$ cat config.mk
export PLATFORM = sky130hd
export DESIGN_NAME = edge_rate_meter_flat
export DESIGN_NICKNAME = d
export VERILOG_FILES = /design/src/rtl/edge_rate_meter_pkg.sv /design/src/rtl/edge_rate_meter_if.sv /design/src/rtl/edge_rate_meter_sync_edge_detect.sv /design/src/rtl/edge_rate_meter.sv /design/src/flat_wrapper.sv
export SDC_FILE = /design/constraint.sdc
export NUM_CORES = 1
export LEC_CHECK = 0
export ABC_AREA = 0
export BUFFER_PORTS_ARGS = -buffer_cell sky130_fd_sc_hd__buf_2
export CORE_ASPECT_RATIO = 0.8
export CORE_UTILIZATION = 40
export DETAILED_ROUTE_END_ITERATION = 12
export PLACE_DENSITY = 0.68
export SETUP_SLACK_MARGIN = 0.3
export SYNTH_ARGS = -nofsm -noshare
export SYNTH_HDL_FRONTEND = slang
export SYNTH_HIERARCHICAL = 1
export SYNTH_SLANG_ARGS = --single-unit
$ cat constraint.sdc
create_clock -name wClk -period 3.6 [get_ports wClk]
set_clock_uncertainty 0.15 [all_clocks]
set_input_delay 1.08 -clock wClk [delete_from_list [all_inputs] [get_ports wClk]]
set_output_delay 1.08 -clock wClk [all_outputs]
set_load 0.01 [all_outputs]
$ cat src/rtl/edge_rate_meter_pkg.sv
// Shared types and defaults for the edge rate meter: FSM state encoding
// and the default gate length, count width and synchronizer depth.
package edge_rate_meter_pkg;

  typedef enum logic [1:0] {
    ST_IDLE = 2'd0,
    ST_ARM  = 2'd1,
    ST_GATE = 2'd2,
    ST_HOLD = 2'd3
  } state_t;

  localparam int DEF_GATE_CYCLES = 1000;
  localparam int DEF_CNT_W       = 16;
  localparam int DEF_SYNC_STAGES = 2;

  function automatic logic is_busy(input state_t st);
    return (st == ST_ARM) || (st == ST_GATE);
  endfunction

endpackage

$ cat src/rtl/edge_rate_meter_if.sv
// Measurement request/result bundle; the meter is the slave side,
// the requesting logic (and the measured signal source) the master side.
interface edge_rate_meter_if
  import edge_rate_meter_pkg::*;
  #(parameter int CNT_W = DEF_CNT_W);

  logic             wSigIn;
  logic             wStart;
  logic             wReady;
  logic             rBusy;
  logic             rValid;
  logic [CNT_W-1:0] rCount;
  logic             rOverflow;

  modport master (
    output wSigIn, wStart, wReady,
    input  rBusy, rValid, rCount, rOverflow
  );

  modport slave (
    input  wSigIn, wStart, wReady,
    output rBusy, rValid, rCount, rOverflow
  );

endinterface

$ cat src/rtl/edge_rate_meter_sync_edge_detect.sv
// Synchronizes an asynchronous input and emits a one-cycle rising-edge pulse.
// prime suppresses the pulse for the cycle in which a measurement is armed.
module edge_rate_meter_sync_edge_detect #(
  parameter int STAGES = 2
) (
  input  logic clk,
  input  logic rst,
  input  logic sig,
  input  logic prime,
  output logic rise
);

  logic [STAGES-1:0] sync_q;
  logic              prev;
  logic              synced;

  assign synced = sync_q[STAGES-1];

  always_ff @(posedge clk) begin
    if (rst) begin
      sync_q <= '0;
      prev   <= 1'b0;
    end else begin
      sync_q <= {sync_q[STAGES-2:0], sig};
      prev   <= synced;
    end
  end

  // prev always tracks synced, so after the prime cycle the next comparison
  // is against the level seen while arming and a static input reads as no edge.
  assign rise = synced & ~prev & ~prime;

endmodule

$ cat src/rtl/edge_rate_meter.sv
// Gated rising-edge counter: counts edges of an external signal over a
// fixed window and presents the result on a valid/ready output.
//
// state   | meaning
// IDLE    | waiting for wStart
// ARM     | one cycle: clear counters, prime edge detector, load gate timer
// GATE    | window open, counting edges, gate timer running down
// HOLD    | result valid, waiting for wReady
module edge_rate_meter
  import edge_rate_meter_pkg::*;
  #(
    parameter int GATE_CYCLES = DEF_GATE_CYCLES,
    parameter int CNT_W       = DEF_CNT_W,
    parameter int SYNC_STAGES = DEF_SYNC_STAGES
  ) (
    input logic        wClk,
    input logic        wRst,
    edge_rate_meter_if.slave bus
  );

  localparam int GATE_W = $clog2(GATE_CYCLES);
  localparam logic [GATE_W-1:0] GATE_LOAD = GATE_W'(GATE_CYCLES - 1);

  state_t             state;
  logic [GATE_W-1:0]  gate_cnt;
  logic [CNT_W-1:0]   edge_cnt;
  logic [CNT_W-1:0]   edge_next;
  logic               sat_hit;
  logic               rise;

  edge_rate_meter_sync_edge_detect #(
    .STAGES (SYNC_STAGES)
  ) u_sync (
    .clk   (wClk),
    .rst   (wRst),
    .sig   (bus.wSigIn),
    .prime (state == ST_ARM),
    .rise  (rise)
  );

  // The final gate cycle's edge must be included in the latched result.
  always_comb begin
    edge_next = edge_cnt;
    sat_hit   = 1'b0;
    if (rise) begin
      if (edge_cnt == '1) sat_hit = 1'b1;
      else                edge_next = edge_cnt + 1'b1;
    end
  end

  always_ff @(posedge wClk) begin
    if (wRst) begin
      state         <= ST_IDLE;
      gate_cnt      <= '0;
      edge_cnt      <= '0;
      bus.rBusy     <= 1'b0;
      bus.rValid    <= 1'b0;
      bus.rCount    <= '0;
      bus.rOverflow <= 1'b0;
    end else begin
      case (state)
        ST_IDLE: begin
          if (bus.wStart) begin
            state     <= ST_ARM;
            bus.rBusy <= is_busy(ST_ARM);
          end
        end
        ST_ARM: begin
          edge_cnt      <= '0;
          bus.rOverflow <= 1'b0;
          gate_cnt      <= GATE_LOAD;
          state         <= ST_GATE;
          bus.rBusy     <= is_busy(ST_GATE);
        end
        ST_GATE: begin
          edge_cnt <= edge_next;
          if (sat_hit) bus.rOverflow <= 1'b1;
          if (gate_cnt == '0) begin
            bus.rCount <= edge_next;
            bus.rValid <= 1'b1;
            bus.rBusy  <= is_busy(ST_HOLD);
            state      <= ST_HOLD;
          end else begin
            gate_cnt <= gate_cnt - 1'b1;
          end
        end
        ST_HOLD: begin
          if (bus.rValid && bus.wReady) begin
            bus.rValid <= 1'b0;
            bus.rBusy  <= is_busy(ST_IDLE);
            state      <= ST_IDLE;
          end
        end
        default: begin
          state     <= ST_IDLE;
          bus.rBusy <= 1'b0;
        end
      endcase
    end
  end

endmodule

$ cat src/flat_wrapper.sv
// flat-port wrapper written by rule: the top's interface ports become plain ports
module edge_rate_meter_flat import edge_rate_meter_pkg::*;
#(
    parameter int GATE_CYCLES = DEF_GATE_CYCLES,
    parameter int CNT_W       = DEF_CNT_W,
    parameter int SYNC_STAGES = DEF_SYNC_STAGES
  )
  (wClk, wRst, bus_wSigIn, bus_wStart, bus_wReady, bus_rBusy, bus_rValid, bus_rCount, bus_rOverflow);
  edge_rate_meter_if #(.CNT_W(CNT_W)) bus_i ();
  input logic wClk;
  input logic wRst;
  input wire logic [$bits(bus_i.wSigIn)-1:0] bus_wSigIn;
  input wire logic [$bits(bus_i.wStart)-1:0] bus_wStart;
  input wire logic [$bits(bus_i.wReady)-1:0] bus_wReady;
  output wire logic [$bits(bus_i.rBusy)-1:0] bus_rBusy;
  output wire logic [$bits(bus_i.rValid)-1:0] bus_rValid;
  output wire logic [$bits(bus_i.rCount)-1:0] bus_rCount;
  output wire logic [$bits(bus_i.rOverflow)-1:0] bus_rOverflow;
  assign bus_i.wSigIn = bus_wSigIn;
  assign bus_i.wStart = bus_wStart;
  assign bus_i.wReady = bus_wReady;
  assign bus_rBusy = bus_i.rBusy;
  assign bus_rValid = bus_i.rValid;
  assign bus_rCount = bus_i.rCount;
  assign bus_rOverflow = bus_i.rOverflow;
  edge_rate_meter #(.GATE_CYCLES(GATE_CYCLES), .CNT_W(CNT_W), .SYNC_STAGES(SYNC_STAGES)) u_core (.wClk(wClk), .wRst(wRst), .bus(bus_i));
endmodule
==> results.sh, run 1 <==
export IMPL_p_seq_share_pct=40.3
export IMPL_setup_tns_final_ps=0
export IMPL_fillerInstances=658
export IMPL_fmax_mhz=340
export IMPL_swShare_pct=38.0
export IMPL_synth_cells=335
export IMPL_syn_nets=346
export IMPL_hold_class="register to register"
export IMPL_antenna_found_initial=0
export IMPL_worstHoldEndpoint="u_core/u_sync/sync_q[1]"
export IMPL_first_global_vias=2327
export IMPL_holdCritStartpoint="u_core/u_sync/sync_q[0]"
export IMPL_arrival_ps=3040
export IMPL_chipWidth_um=95.3
export IMPL_ios=24
export IMPL_netlist_area_um2=2790
export IMPL_hpwl_mm=4.59
export IMPL_cts_buffers_inserted=5
export IMPL_overflow=0
export IMPL_hold_depth=1
export IMPL_num_rows=26
export IMPL_ys_warn_count=6
export IMPL_crit_type="register to register"
export IMPL_layout_commonest_cell="dfxtp_1"
export IMPL_clk_latency_ps=310
export IMPL_final_cells=428
export IMPL_cts_root_buf="clkbuf_8"
export IMPL_setup_worst_path_start_class="register"
export IMPL_drv_slew=0
export IMPL_gp_congestion=0.890
export IMPL_cts_tree="built"
export IMPL_detail_route_first_pass_iterations=5
export IMPL_synth_top_flop_cell="dfxtp_1"
export IMPL_p_clk_share_pct=22.3
export IMPL_ir_drop_mv=0.251
export IMPL_nets=354
export IMPL_cts_clk_slew_worst_paths_ps=90
export IMPL_design_core_area_um2=6570
export IMPL_start_util_pct=42.4
export IMPL_antenna_left=0
export IMPL_cts_buffer_depth=2
export IMPL_drt_wl_total_mm=6.70
export IMPL_grt_max_degree=44
export IMPL_clock_sinks=50
export IMPL_power_density_nw_per_um2=584
export IMPL_multi_input_area_um2=1620
export IMPL_postCtsSetupRepairBufs=0
export IMPL_relSlewSlack_pct=55.5
export IMPL_hold_violations=0
export IMPL_combPwrFrac_pct=37.4
export IMPL_finalCriticalPeriod_ps=2940
export IMPL_yosysSeqAreaShare_pct=35.9
export IMPL_power_internal_mw=1.10
export IMPL_avgSynthCellArea_um2=8.32
export IMPL_grtUsageTotal_pct=20.3
export IMPL_yosys_area_top_type_share_pct=35.9
export IMPL_layout_common_cells="50 x dfxtp_1, 29 x nand2_1, 23 x buf_2, 18 x nor2_1"
export IMPL_leakagePower_nw=0.990
export IMPL_areaGrowthSynthToFinish_pct=9.07
export IMPL_cp_end_kind="register"
export IMPL_required_ps=3690
export IMPL_synth_largest_area_cell="dfxtp_1"
export IMPL_ctsHtreeMaxLevel=2
export IMPL_synth_area_leaders="dfxtp_1 36%, nand2_1 3.9%, a311oi_1 3.5%, or4_1 3.2%, a31oi_1 3.1%"
export IMPL_synth_cell_type_count=55
export IMPL_cts_resized=0
export IMPL_r2r_start="u_core/state[1]"
export IMPL_die_area_um2=7310
export IMPL_diodes=0
export IMPL_r2r_slack_ps=660
export IMPL_power_switching_mw=0.674
export IMPL_grt_first_pass_wirelength_mm=11.7
export IMPL_rsz0062_at_grt="no"
export IMPL_remaining_drc_errors=0
export IMPL_regArea_um2=1000
export IMPL_hold_buffers=0
export IMPL_num_vias=2629
export IMPL_synth_edf_count=0
export IMPL_synth_seq_cells=50
export IMPL_cp_max_fo=10
export IMPL_worstReg2RegEnd="u_core/edge_cnt[8]"
export IMPL_rr_worst_depth=7
export IMPL_status="finished clean"
export IMPL_die_height_um=76.7
export IMPL_maxCapViolations=0
export IMPL_worstMarginPinSlew_ps=661
export IMPL_layout_drive_gt1_share_pct=14.2
export IMPL_timing_hold_ws_ps=299
export IMPL_viasPerCell=6.14
export IMPL_place_inst=420
export IMPL_finalCritPeriodShare_pct=81.8
export IMPL_numPortBuffers=23
export IMPL_setup_viol=0
export IMPL_async_reset_ff_share_pct=0
export IMPL_routedWlPerCell_um=15.6
export IMPL_first_iter_violations=296
worst max-delay path by stage:
stage	from	endpoint	slack, ps	cells after the start
detailed placement	u_core/state[1]	u_core/edge_cnt[8]	720	7
floorplan	u_core/state[1]	u_core/edge_cnt[11]	1070	8
finish	u_core/state[1]	u_core/edge_cnt[8]	660	7
global placement	u_core/state[1]	u_core/edge_cnt[11]	790	7
CTS	u_core/state[1]	u_core/edge_cnt[11]	680	7
global route	u_core/state[1]	u_core/edge_cnt[8]	460	7
Yosys cell counts (2+ instances only):
library cell   n
nand3_1       10
dfxtp_1       50
nor3b_1        3
a311oi_1      11
xnor2_1        5
nand2_1       29
a21boi_0       3
clkbuf_1      16
nand4_1       11
o31ai_1        3
a21oi_1        7
inv_1         14
o311ai_0       2
a31o_2         2
buf_2         11
a2bb2oi_1      2
nor3_1        14
or4b_2         2
a31oi_1       14
and4_1         2
or4_1         12
mux2i_1        2
and4b_1        2
or3_1          9
a211oi_1       6
nor2b_1        5
o21a_1         3
nor4_2         2
ha_1           6
o211ai_1       9
o21ai_0       14
and3_1         3
nor2_1        18
nor4_1        11
nor4b_1        2
per-layer routing:
metal	share of wire [%]	vias up	GRT usage (%)
li1	-	1294	-
met4	1.9	0	6.67
met2	40	111	27.5
met5	0	-	0
met1	50	1212	30.6
met3	7.9	12	5.46
stage by stage:
stage               setup slack [ps]  util (%)  power (mW)  instance area [um^2]
finish                           656      46.3        1.77                  3040
global route                     456      46.3        1.89                  3040
CTS                              680      46.3        1.78                  3040
detailed placement               720      44.6        1.39                  2930
global placement                 791      44.6        1.37                  2930
floorplan                       1070         -        1.22                  2790
power groups by stage:
stage                     registers (mW)  logic, mW  clock network [mW]
final                              0.715      0.664               0.396
after global routing               0.726      0.742               0.424
after CTS                          0.715      0.662               0.401
after detailed placement           0.727      0.661                   0
after global placement             0.723      0.651                   0
after floorplan                    0.723      0.494                   0
worst max-delay path, cell delays in order (launching register included):
cell and delay [ps]:
dfxtp_1 380, inv_1 70, ha_1 280, nor3b_2 530
nand4_2 320, or3_1 480, or4_1 500, a31oi_1 160
registers in the layout, indices dropped and copies added (netlist names):
name and cells:
u_core/bus.rCount 16, u_core/bus.rBusy 1, u_core/bus.rValid 1, u_core/u_sync/sync_q 2
u_core/bus.rOverflow 1, u_core/state 2, u_core/edge_cnt 16, u_core/u_sync/prev 1
u_core/gate_cnt 10
area by class of cell:
class	instances	share of cell area [%]
clock inverters	1	0.988
multi-input cells	243	53.1
inverters	14	1.73
flip-flops and latches	50	32.9
well taps	84	3.46
repair buffers	29	5.27
clock buffers	7	2.51
cell families (layout without fill, tap and decap cells):
group                    count (synthesis)  count (layout)  share of synthesized area [%]
buffers and inverters                   42              51                           6.15
multiplexers                             3               3                           1.12
AND/OR/NAND/NOR                        145             145                           31.3
adder cells (fa/ha/maj)                  6               6                           2.69
flip-flops                              50              50                           35.9
AO/OA/AOI/OAI                           84              84                           21.3
XOR/XNOR                                 5               5                           1.57
Power figures use the tool's default switching activity.
==> inputs of run 2 (changes only) <==
- ABC_AREA: 0 -> 1
- PLACE_DENSITY: 0.68 -> 0.7
- clock period: 3.6 -> 2.6 ns (I/O delays scaled with it)
==> results.sh, run 2 <==
export IMPL_layout_common_cells="132 x nand2_1, 55 x inv_1, 50 x dfxtp_1, 34 x a21oi_1, 34 x nand3_1"
export IMPL_cts_tree="built"
export IMPL_grt_max_degree=32
export IMPL_leakagePower_nw=1.39
export IMPL_synth_top_flop_cell="dfxtp_1"
export IMPL_maxCapViolations=0
export IMPL_setup_ws_ps=528
export IMPL_holdCritStartpoint="u_core/u_sync/sync_q[0]"
export IMPL_place_ws_ps=404
export IMPL_relSlewSlack_pct=58.8
export IMPL_crit_type="register to register"
export IMPL_cts_clk_slew_worst_paths_ps=90
export IMPL_hold_depth=2
export IMPL_rsz0062_at_grt="no"
export IMPL_start_util_pct=41.7
export IMPL_viasPerCell=4.96
export IMPL_timing_hold_ws_ps=261
export IMPL_drv_slew=0
export IMPL_yosysSeqAreaShare_pct=34.7
export IMPL_numPortBuffers=23
export IMPL_required_ps=2630
export IMPL_synth_cells=434
export IMPL_hold_class="register to register"
export IMPL_cts_buffer_depth=2
export IMPL_cp_end_kind="register"
export IMPL_fillerInstances=700
export IMPL_diodes=0
export IMPL_drt_wl_total_mm=6.59
export IMPL_fin_util_pct=45.7
export IMPL_postCtsSetupRepairBufs=0
export IMPL_reg_top3="u_core/bus.rCount (16), u_core/edge_cnt (16), u_core/gate_cnt (10)"
export IMPL_yosys_area_top_type_share_pct=34.7
export IMPL_hpwl_mm=4.62
export IMPL_ctsHtreeMaxLevel=2
export IMPL_routedWlPerCell_um=12.2
export IMPL_setup_worst_path_start_class="register"
export IMPL_worstMarginPinSlew_ps=614
export IMPL_antenna_left=0
export IMPL_setup_viol=0
export IMPL_overflow=0
export IMPL_detail_route_first_pass_iterations=4
export IMPL_cts_root_buf="clkbuf_8"
export IMPL_cts_buffers_inserted=5
export IMPL_synth_cell_type_count=32
export IMPL_fmax_mhz=483
export IMPL_async_reset_ff_share_pct=0
export IMPL_ir_drop_mv=0.296
export IMPL_first_iter_violations=148
export IMPL_design_core_area_um2=6930
export IMPL_worstHoldEndpoint="u_core/u_sync/sync_q[1]"
export IMPL_status="finished clean"
export IMPL_clock_sinks=50
export IMPL_nets=464
export IMPL_cp_max_fo=8
export IMPL_areaGrowthSynthToFinish_pct=9.49
export IMPL_synth_area_leaders="dfxtp_1 35%, nand2_1 17%, inv_1 7.1%, a21oi_1 5.9%, nand3_1 5.9%"
export IMPL_setup_tns_final_ps=0
export IMPL_antenna_found_initial=0
export IMPL_chipWidth_um=97.0
export IMPL_die_height_um=78.0
export IMPL_netlist_area_um2=2890
export IMPL_finalCriticalPeriod_ps=2070
export IMPL_num_rows=27
export IMPL_hold_buffers=0
export IMPL_yosysMostFrequentCell="nand2_1"
export IMPL_finalCritPeriodShare_pct=79.7
export IMPL_power_density_nw_per_um2=805
export IMPL_synth_top_cells_by_count="132 x nand2_1, 55 x inv_1, 50 x dfxtp_1"
export IMPL_remaining_drc_errors=0
export IMPL_grtUsageTotal_pct=18.3
export IMPL_ios=24
export IMPL_synth_seq_cells=50
export IMPL_arrival_ps=2100
export IMPL_rr_worst_depth=10
export IMPL_cts_resized=0
export IMPL_hold_violations=0
export IMPL_die_area_um2=7570
export IMPL_synth_edf_count=0
export IMPL_layout_commonest_cell="nand2_1"
export IMPL_r2r_start="u_core/state[1]"
export IMPL_r2r_slack_ps=530
export IMPL_synth_largest_area_cell="dfxtp_1"
export IMPL_clk_latency_ps=300
export IMPL_gp_congestion=0.898
export IMPL_grt_first_pass_wirelength_mm=11.4
export IMPL_avgSynthCellArea_um2=6.65
export IMPL_first_global_vias=2562
export IMPL_syn_nets=445
export IMPL_num_vias=2681
export IMPL_worstReg2RegEnd="u_core/edge_cnt[12]"
export IMPL_layout_drive_gt1_share_pct=15.0
export IMPL_ys_warn_count=6
-- run 2: worst max path at each step --
| stage | startpoint | end | cells past startpoint |
|---|---|---|---|
| after floorplan | u_core/state[1] | u_core/bus.rCount[13] | 13 |
| after global placement | u_core/state[1] | u_core/edge_cnt[12] | 10 |
| after detailed placement | u_core/state[1] | u_core/bus.rCount[13] | 12 |
| after CTS | u_core/state[1] | u_core/bus.rCount[13] | 12 |
| after global routing | u_core/state[1] | u_core/bus.rCount[15] | 12 |
| final | u_core/state[1] | u_core/edge_cnt[12] | 10 |
-- run 2: cell families (layout without fill, tap and decap cells) --
group | count (synthesis) | in the layout | share of synthesized area (%)
buffers and inverters | 75 | 95 | 11.0
adders and majority gates | 6 | 6 | 2.60
and+or+nand+nor | 244 | 244 | 40.4
xor gates and xnor gates | 5 | 5 | 1.52
AOI/OAI and AO/OA | 54 | 54 | 9.88
DFF | 50 | 50 | 34.7
-- run 2: layout make-up --
type | count | area [um^2] | area share [%]
flip-flops and latches | 50 | 1000 | 31.7
well taps | 87 | 109 | 3.44
clock buffers | 7 | 76.3 | 2.41
inverters | 60 | 225 | 7.12
repair buffers | 27 | 145 | 4.59
clock inverters | 1 | 30.0 | 0.950
multi-input cells | 309 | 1580 | 49.8
-- run 2: through the flow --
stage	cells	instance area [um^2]	power, mW
finish	541	3160	2.55
global route	541	3160	2.76
CTS	541	3160	2.57
detailed placement	533	3050	2.01
global placement	533	3050	1.99
floorplan	434	2890	1.79
-- run 2: critical path, cell delays in order (launching register included) --
cell,delay (ps)
dfxtp_1,370
inv_1,90
ha_1,240
nor2_4,220
inv_2,130
nor2_2,160
nand2_2,90
nor3_1,230
nand2_1,120
nand3_1,80
a21oi_1,70
-- run 2: report_power, final --
| part | internal, mW | switching (mW) |
|---|---|---|
| Combinational | 0.364 | 0.642 |
| Clock | 0.288 | 0.255 |
| Sequential | 0.900 | 0.0971 |
| Total | 1.55 | 0.994 |
-- run 2: routing by layer --
metal  global-route usage [%]  part of all wire (%)  wire [um]  up-vias
li1                         -                     -          -     1398
met2                     32.1                    47       3090       56
met5                        0                     0          0        -
met3                     2.97                   5.2        345        2
met4                     6.12                  0.44         29        0
met1                     22.9                    47       3120     1225
==> inputs of run 3 (changes only) <==
- PLACE_DENSITY: 0.7 -> 0.68
- clock period: 2.6 -> 2.1 ns (I/O delays scaled with it)
==> results.sh, run 3 (synthesized netlist as in run 2, its figures left out) <==
export IMPL_start_util_pct=41.7
export IMPL_ctsHtreeMaxLevel=2
export IMPL_relSlewSlack_pct=74.8
export IMPL_routedWlPerCell_um=12.4
export IMPL_status="finished clean"
export IMPL_first_iter_violations=109
export IMPL_worstMarginPinSlew_ps=378
export IMPL_finalCriticalPeriod_ps=1750
export IMPL_hold_buffers=0
export IMPL_dpl_cell_area_um2=3080
export IMPL_areaGrowthSynthToFinish_pct=21.6
export IMPL_overflow=0
export IMPL_drt_wl_total_mm=6.93
export IMPL_remaining_drc_errors=0
export IMPL_worstReg2RegEnd="u_core/edge_cnt[14]"
export IMPL_finalCritPeriodShare_pct=83.1
export IMPL_holdCritStartpoint="u_core/u_sync/sync_q[0]"
export IMPL_nets=481
export IMPL_arrival_ps=1830
export IMPL_stdcell_area_um2=3510
export IMPL_hold_depth=2
export IMPL_chipWidth_um=97.0
export IMPL_cts_clk_slew_worst_paths_ps=90
export IMPL_fmax_mhz=573
export IMPL_numPortBuffers=23
export IMPL_layout_drive_gt1_share_pct=26.8
export IMPL_cts_buffer_depth=2
export IMPL_num_vias=2815
export IMPL_setup_worst_path_start_class="register"
export IMPL_cts_root_buf="clkbuf_8"
export IMPL_die_area_um2=7570
export IMPL_grt_first_pass_wirelength_mm=11.3
export IMPL_antenna_found_initial=0
export IMPL_required_ps=2190
export IMPL_leakagePower_nw=1.52
export IMPL_first_global_vias=2537
export IMPL_cp_end_kind="register"
export IMPL_cp_max_fo=5
export IMPL_reg_top3="u_core/bus.rCount (16), u_core/edge_cnt (16), u_core/gate_cnt (10)"
export IMPL_layout_common_cells="124 x nand2_1, 52 x inv_1, 39 x dfxtp_1, 31 x nand3_1, 30 x nor2_1"
export IMPL_rsz0062_at_grt="yes"
export IMPL_worstHoldEndpoint="u_core/u_sync/sync_q[1]"
export IMPL_worstPathCellList="inv_2 > ha_4 > nor2_4 > inv_4 > nor3_4 > nand3_2 > nand3_1 > nand2_1 > a21oi_1"
export IMPL_cp_top_family="simple AND/OR/NAND/NOR gates"
export IMPL_cts_tree="built"
export IMPL_design_core_area_um2=6930
export IMPL_setup_tns_final_ps=0
export IMPL_grt_max_degree=32
export IMPL_critPathSlowestCell="dfxtp_2"
export IMPL_hpwl_mm=4.49
export IMPL_rr_worst_depth=9
export IMPL_worst_path_buf_inv=2
export IMPL_cp_slowest_stage_delay_ps=350
export IMPL_maxCapViolations=0
export IMPL_setup_viol=0
export IMPL_grtUsageTotal_pct=17.9
export IMPL_crit_type="register to register"
export IMPL_hold_violations=0
export IMPL_fillerInstances=682
export IMPL_num_rows=27
export IMPL_r2r_slack_ps=350
export IMPL_clock_sinks=50
export IMPL_die_height_um=78.0
export IMPL_clk_latency_ps=300
export IMPL_drv_slew=0
export IMPL_layout_commonest_cell="nand2_1"
export IMPL_detail_route_first_pass_iterations=5
export IMPL_antenna_left=0
export IMPL_power_density_nw_per_um2=922
export IMPL_gp_congestion=0.863
export IMPL_hold_class="register to register"
export IMPL_r2r_start="u_core/state[1]"
export IMPL_cts_buffers_inserted=5
export IMPL_diodes=0
export IMPL_ios=24
export IMPL_ir_drop_mv=0.347
export IMPL_viasPerCell=5.04
-- run 3: worst max-delay path by stage --
stage                             startpoint                     to  cells past startpoint
after global placement       u_core/state[1]    u_core/edge_cnt[12]                     10
after floorplan              u_core/state[1]  u_core/bus.rCount[13]                     13
after CTS                 u_core/gate_cnt[0]        u_core/state[1]                     11
final                        u_core/state[1]    u_core/edge_cnt[14]                      9
after global routing         u_core/state[1]    u_core/edge_cnt[13]                      9
after detailed placement     u_core/state[1]    u_core/edge_cnt[12]                     10
-- run 3: tightest hold or removal path: stages (launching register included) --
cell and delay [ps]:
dfxtp_1 310, inv_1 40, nor2_1 30
-- run 3: metrics by stage --
stage	utilization, %	instances	power [mW]	setup WS, ps	hold slack [ps]
4_1_cts	47.2	550	3.12	314	258
3_5_place_dp	44.5	537	2.50	167	246
6_report	50.7	558	3.24	354	255
2_1_floorplan	-	434	2.22	310	238
5_1_grt	50.7	558	3.51	209	289
3_3_place_gp	44.5	537	2.46	177	241
-- run 3: routing by layer --
| metal | track usage [%] | vias up | wire [um] |
|---|---|---|---|
| met4 | 4.33 | 0 | 42 |
| met5 | 0 | - | 0 |
| met1 | 22.6 | 1312 | 3250 |
| met2 | 31.6 | 56 | 3350 |
| li1 | - | 1443 | - |
| met3 | 3.42 | 4 | 280 |
-- run 3: power by group --
group | total [mW] | internal [mW] | switching (mW)
clock | 0.590 | 0.267 | 0.323
combinational | 1.41 | 0.543 | 0.869
sequential | 1.23 | 1.12 | 0.120
total | 3.24 | 1.93 | 1.31
-- run 3: cell type report --
cell class	count	area, um^2	share of cell area [%]
Clock inverter	1	5.00	0.143
Sequential cell	50	1020	29.0
Clock buffer	7	86.3	2.46
Inverter	60	234	6.66
Multi-Input combinational cell	311	1790	50.9
Timing Repair Buffer	42	269	7.66
Tap cell	87	109	3.10
-- run 3: timing repair --
action,CTS,global route
setup endpoints to repair,40,41
buffers inserted,4,7
gates cloned,1,1
pin swaps,2,11
gates resized for setup,17,46
